--- src/rtl/count_decoder_pkg.sv ---
// Shared types and constants for count_decoder.
//   op_t    : step classification reported on the op port
//   state_t : direction-tracking FSM states
package count_decoder_pkg;

    typedef enum logic [1:0] {
        HOLD = 2'd0,
        INC  = 2'd1,
        DEC  = 2'd2,
        LOAD = 2'd3
    } op_t;

    typedef enum logic [1:0] {
        EMPTY   = 2'd0,
        NEUTRAL = 2'd1,
        UP      = 2'd2,
        DOWN    = 2'd3
    } state_t;

    localparam logic [7:0]  RUN_LEN_MAX = 8'hFF;
    localparam logic [15:0] STAT_MAX    = 16'hFFFF;

    // Saturating increment of a 16-bit statistics counter.
    function automatic logic [15:0] sat_inc16(input logic [15:0] value);
        return (value == STAT_MAX) ? value : value + 16'd1;
    endfunction

endpackage

--- src/rtl/count_step_classify.sv ---
// Combinational classifier for one counter step.
// Ports:
//   prev : previously sampled counter value (N bits)
//   cur  : newly sampled counter value (N bits)
//   op   : HOLD / INC / DEC / LOAD
//   wrap : step crossed the modulo-2^N boundary (INC or DEC only)
module count_step_classify
    import count_decoder_pkg::*;
#(
    parameter int unsigned N = 4
) (
    input  logic [N-1:0] prev,
    input  logic [N-1:0] cur,
    output op_t          op,
    output logic         wrap
);

    localparam logic [N-1:0] ONE = N'(1);

    logic [N-1:0] prev_inc;
    logic [N-1:0] prev_dec;

    // Modulo arithmetic falls out of the N-bit truncation.
    assign prev_inc = prev + ONE;
    assign prev_dec = prev - ONE;

    always_comb begin
        op   = LOAD;
        wrap = 1'b0;
        if (cur == prev) begin
            op = HOLD;
        end else if (cur == prev_inc) begin
            op   = INC;
            wrap = (prev == '1);
        end else if (cur == prev_dec) begin
            op   = DEC;
            wrap = (prev == '0);
        end
    end

endmodule

--- src/rtl/count_decoder.sv ---
// Decodes the sampled output of a loadable up/down counter into step events.
// Optional feature macro: COUNT_DECODER_STATS_EN adds per-op event counters.
// Ports:
//   clk      : clock, rising edge
//   R        : asynchronous active-low reset
//   en       : sample strobe, Q_in consumed only when high
//   Q_in     : observed counter value (N bits)
//   op       : class of last sampled step (HOLD=0, INC=1, DEC=2, LOAD=3)
//   op_valid : one-cycle pulse qualifying op / wrap / dir_chg
//   wrap     : step crossed the modulo boundary
//   dir_chg  : step reversed the remembered direction
//   run_len  : consecutive identical op count, saturating at 255
//   last_q   : most recently sampled Q_in
//   inc_cnt, dec_cnt, load_cnt : (stats build only) saturating 16-bit op counters
module count_decoder
    import count_decoder_pkg::*;
#(
    parameter int unsigned N = 4
) (
    input  logic         clk,
    input  logic         R,
    input  logic         en,
    input  logic [N-1:0] Q_in,
    output logic [1:0]   op,
    output logic         op_valid,
    output logic         wrap,
    output logic         dir_chg,
    output logic [7:0]   run_len,
    output logic [N-1:0] last_q
`ifdef COUNT_DECODER_STATS_EN
    ,
    output logic [15:0]  inc_cnt,
    output logic [15:0]  dec_cnt,
    output logic [15:0]  load_cnt
`endif
);

    state_t state_q;
    op_t    step_op;
    logic   step_wrap;
    logic   step_live;

    count_step_classify #(
        .N (N)
    ) u_classify (
        .prev (last_q),
        .cur  (Q_in),
        .op   (step_op),
        .wrap (step_wrap)
    );

    // A sample only yields an op once a prior sample exists.
    assign step_live = en && (state_q != EMPTY);

    always_ff @(posedge clk or negedge R) begin
        if (!R) begin
            state_q  <= EMPTY;
            op       <= HOLD;
            op_valid <= 1'b0;
            wrap     <= 1'b0;
            dir_chg  <= 1'b0;
            run_len  <= 8'd0;
            last_q   <= '0;
        end else begin
            op_valid <= 1'b0;
            if (en) begin
                last_q <= Q_in;
            end
            if (en && state_q == EMPTY) begin
                state_q <= NEUTRAL;
            end else if (step_live) begin
                op_valid <= 1'b1;
                op       <= step_op;
                wrap     <= step_wrap;
                dir_chg  <= (step_op == INC && state_q == DOWN) ||
                            (step_op == DEC && state_q == UP);
                // op still holds the previous valid op (HOLD straight after reset).
                if (step_op != op_t'(op)) begin
                    run_len <= 8'd1;
                end else if (run_len != RUN_LEN_MAX) begin
                    run_len <= run_len + 8'd1;
                end
                unique case (step_op)
                    INC:     state_q <= UP;
                    DEC:     state_q <= DOWN;
                    LOAD:    state_q <= NEUTRAL;
                    default: state_q <= state_q;
                endcase
            end
        end
    end

`ifdef COUNT_DECODER_STATS_EN
    always_ff @(posedge clk or negedge R) begin
        if (!R) begin
            inc_cnt  <= 16'd0;
            dec_cnt  <= 16'd0;
            load_cnt <= 16'd0;
        end else if (step_live) begin
            if (step_op == INC)  inc_cnt  <= sat_inc16(inc_cnt);
            if (step_op == DEC)  dec_cnt  <= sat_inc16(dec_cnt);
            if (step_op == LOAD) load_cnt <= sat_inc16(load_cnt);
        end
    end
`endif

endmodule

--- config.mk ---
export PLATFORM = sky130hd
export DESIGN_NAME = count_decoder
export DESIGN_NICKNAME = d
export VERILOG_FILES = /design/src/rtl/count_decoder_pkg.sv /design/src/rtl/count_step_classify.sv /design/src/rtl/count_decoder.sv
export SDC_FILE = /design/constraint.sdc
export NUM_CORES = 1
export LEC_CHECK = 0
export CORE_MARGIN = 4
export CORE_UTILIZATION = 40
export CTS_CLUSTER_SIZE = 40
export DETAILED_ROUTE_END_ITERATION = 8
export GPL_TIMING_DRIVEN = 0
export HOLD_SLACK_MARGIN = 0.12
export PLACE_DENSITY = 0.71
export SLEW_MARGIN = 40
export SYNTH_ARGS = -nofsm -noshare
export SYNTH_HDL_FRONTEND = slang
export SYNTH_SLANG_ARGS = --single-unit
export TNS_END_PERCENT = 50
--- constraint.sdc ---
create_clock -name clk -period 3.1 [get_ports clk]
set_input_delay 0.31 -clock clk [delete_from_list [all_inputs] [get_ports clk]]
set_output_delay 0.31 -clock clk [all_outputs]
set_load 0.01 [all_outputs]
==> impl_metrics.json <==
{
  "synth.distinct_cells": 33,
  "holdCritPathClass": "primary input to async pin",
  "via_count": 876,
  "post-route-util_pct": 54.7,
  "relSlewSlack_pct": 62.8,
  "gp_congestion": 0.795,
  "yosysTopAreaCellShare_pct": 44.1,
  "rsz0062_at_grt": "false",
  "seq_area_um2": 475,
  "drt_iter0_drc": 9,
  "crit_slowest_cell": "dfrtp_1",
  "dp.cells": 159,
  "die_w_um": 59.9,
  "synth-edff-count": 0,
  "syn_to_final_growth_pct": 27.8,
  "first_global_vias": 847,
  "clk_latency_ns": 0.30,
  "critPathKind": "flip-flop to flip-flop",
  "postRouteAntennaNets": 0,
  "cp.arrival_ns": 2.68,
  "syn_area_per_cell_um2": 10.2,
  "critical_path_required_ns": 3.31,
  "worstMarginPinSlew_ns": 0.556,
  "yosysMostFrequentCell": "dfrtp_1",
  "maxSlewViolCount": 0,
  "routed_wl_um": 2130,
  "tns_ns": 0,
  "syn_inst": 106,
  "grt_overflow": 0,
  "detail_route.vias_per_cell": 5.34,
  "hold_slack_ns": 0.474,
  "cts_tree": "yes",
  "period_minus_slack_ns": 2.47,
  "synth_common_cells": "19 x dfrtp_1, 14 x nand2_1, 10 x nor2_1, 8 x xnor2_1, 6 x xor2_1",
  "drive_gt1_share_pct": 10.4,
  "pre_cts_ws_ns": 0.518,
  "numCtsBuffers": 3,
  "htreeDepth": 1,
  "fin_cells": 164,
  "antennaDiodeCount": 0,
  "die_h_um": 59.9,
  "synth-seq-cells": 19,
  "io_pins": 24,
  "synth_top_cell_by_area": "dfrtp_1",
  "antenna_found_initial": 0,
  "cts_resized": 0,
  "end_kind": "flip-flop",
  "track_usage_pct": 13.3,
  "yosys_warnings": 0,
  "clockBufferDepth": 2,
  "synth-async-reset-ratio_pct": 100,
  "core_um2": 2520,
  "synth.area.top_cells": "dfrtp_1 44%, xnor2_1 6.5%, nand2_1 4.9%",
  "crit_buf_inv": 1,
  "detail_route.wl_per_cell_um": 13.0,
  "numPortBuffers": 23,
  "setup_ws_ns": 0.630,
  "ir_drop_mv": 0.248,
  "die_area_um2": 3590,
  "fin_crit_sh_pct": 79.7,
  "hold_violations": 0,
  "fin_nets": 146,
  "crit_family": "simple AND/OR/NAND/NOR gates",
  "finalSetupViolCount": 0,
  "multiInputGateArea_um2": 581,
  "cap_violations": 0,
  "floorplan.initialDensity_pct": 42.8,
  "leakage_nw": 0.570,
  "drc": 0,
  "slowest_delay_ns": 0.49,
  "grt_start_max_net_pins": 20,
  "path_cells": "inv_1, ha_1, xor2_1, nor3_1, or3b_1, a211oi_2, nor3b_2, o32ai_2",
  "rows": 18,
  "grt_pass1_wl_um": 3640,
  "path_clk_slew_ns": 0.11,
  "postSynthNetCount": 117,
  "cts_root_buf": "clkbuf_4",
  "cp_max_fo": 8,
  "dp_hpwl_um": 1630,
  "clock-sinks": 19,
  "max_clock_freq_mhz": 405,
  "status": "completed",
  "firstDrtPassIters": 4,
  "synth_area_um2": 1080,
  "start_kind": "flip-flop",
  "ys.flop_type": "dfrtp_1",
  "clock_skew_ns": 0.00288,
  "power_density_nw_per_um2": 495,
  "yosysSeqAreaShare_pct": 44.1,
  "cts_setup_buffers": 0,
  "fill_cells": 255
}
[stage by stage]
stage	area, um^2	power, mW
CTS	1380	0.691
global placement	1350	0.557
detailed placement	1340	0.562
floorplan	1080	0.461
global route	1380	0.731
finish	1380	0.682
[registers in the layout (all words and copies together), names as in the netlist]
signal    cells
run_len       8
op            2
wrap          1
last_q        4
op_valid      1
state_q       2
dir_chg       1
[power by group]
part | internal (mW) | switching (mW) | total, mW
Sequential | 0.279 | 0.0436 | 0.323
Combinational | 0.124 | 0.109 | 0.233
Clock | 0.0480 | 0.0780 | 0.126
[layout by cell type (no fill, tap or decap), types with 4 or more instances in the layout]
cell type / Yosys / routed
nor2_1: 10 / 10
nor3_1: 4 / 4
clkdlybuf4s50_1: 0 / 22
xnor2_1: 8 / 8
inv_1: 5 / 5
ha_1: 4 / 4
xor2_1: 6 / 6
nand2_1: 14 / 14
dfrtp_1: 19 / 19
[final timing paths]
| kind | cells past startpoint | endpoint | slack, ns | from |
|---|---|---|---|---|
| worst max-delay path | 8 | run_len[1]$_DFFE_PN0P_ | 0.63 | last_q[0]$_DFFE_PN0P_ |
| worst max register to register | 8 | run_len[1]$_DFFE_PN0P_ | 0.63 | last_q[0]$_DFFE_PN0P_ |
| max in group asynchronous | 2 | wrap$_DFFE_PN0P_ | 2.32 | R |
| worst min register to register | 2 | wrap$_DFFE_PN0P_ | 0.49 | wrap$_DFFE_PN0P_ |
| min in group clk | 2 | wrap$_DFFE_PN0P_ | 0.49 | wrap$_DFFE_PN0P_ |
| worst min-delay path | 2 | run_len[2]$_DFFE_PN0P_ | 0.47 | R |
[final cells by class]
cell class	instances	share of cell area (%)
buffer	1	0.272
clock buffer	3	1.63
clock inverter	1	0.363
inverter	5	1.36
multi-input combinational	81	42.1
sequential	19	34.5
tap	30	2.72
timing repair buffer	24	17.1
[layer usage]
metal  vias to the layer above  track usage (%)  part of all wire [%]
met5                         -                0                     0
met4                         0             6.33                   1.4
met3                         4             3.24                   5.8
met2                        23             21.5                    46
met1                       418             16.6                    47
li1                        431                -                     -
[cells by family after synthesis]
| family | after synthesis | share of synthesized area (%) |
|---|---|---|
| buf+inv | 6 | 2.09 |
| fa+ha+maj | 4 | 4.64 |
| xor+xnor | 15 | 13.6 |
| compound gates | 18 | 13.3 |
| flops | 19 | 44.1 |
| mux | 3 | 3.13 |
| simple gates | 41 | 19.1 |
[repair_timing]
item / CTS / global route
hold buffers: 1 / 0
hold endpoints to repair: 19 / 0
setup endpoints to repair: 0 / 0
Note: power is estimated with default switching activity, not from simulation.
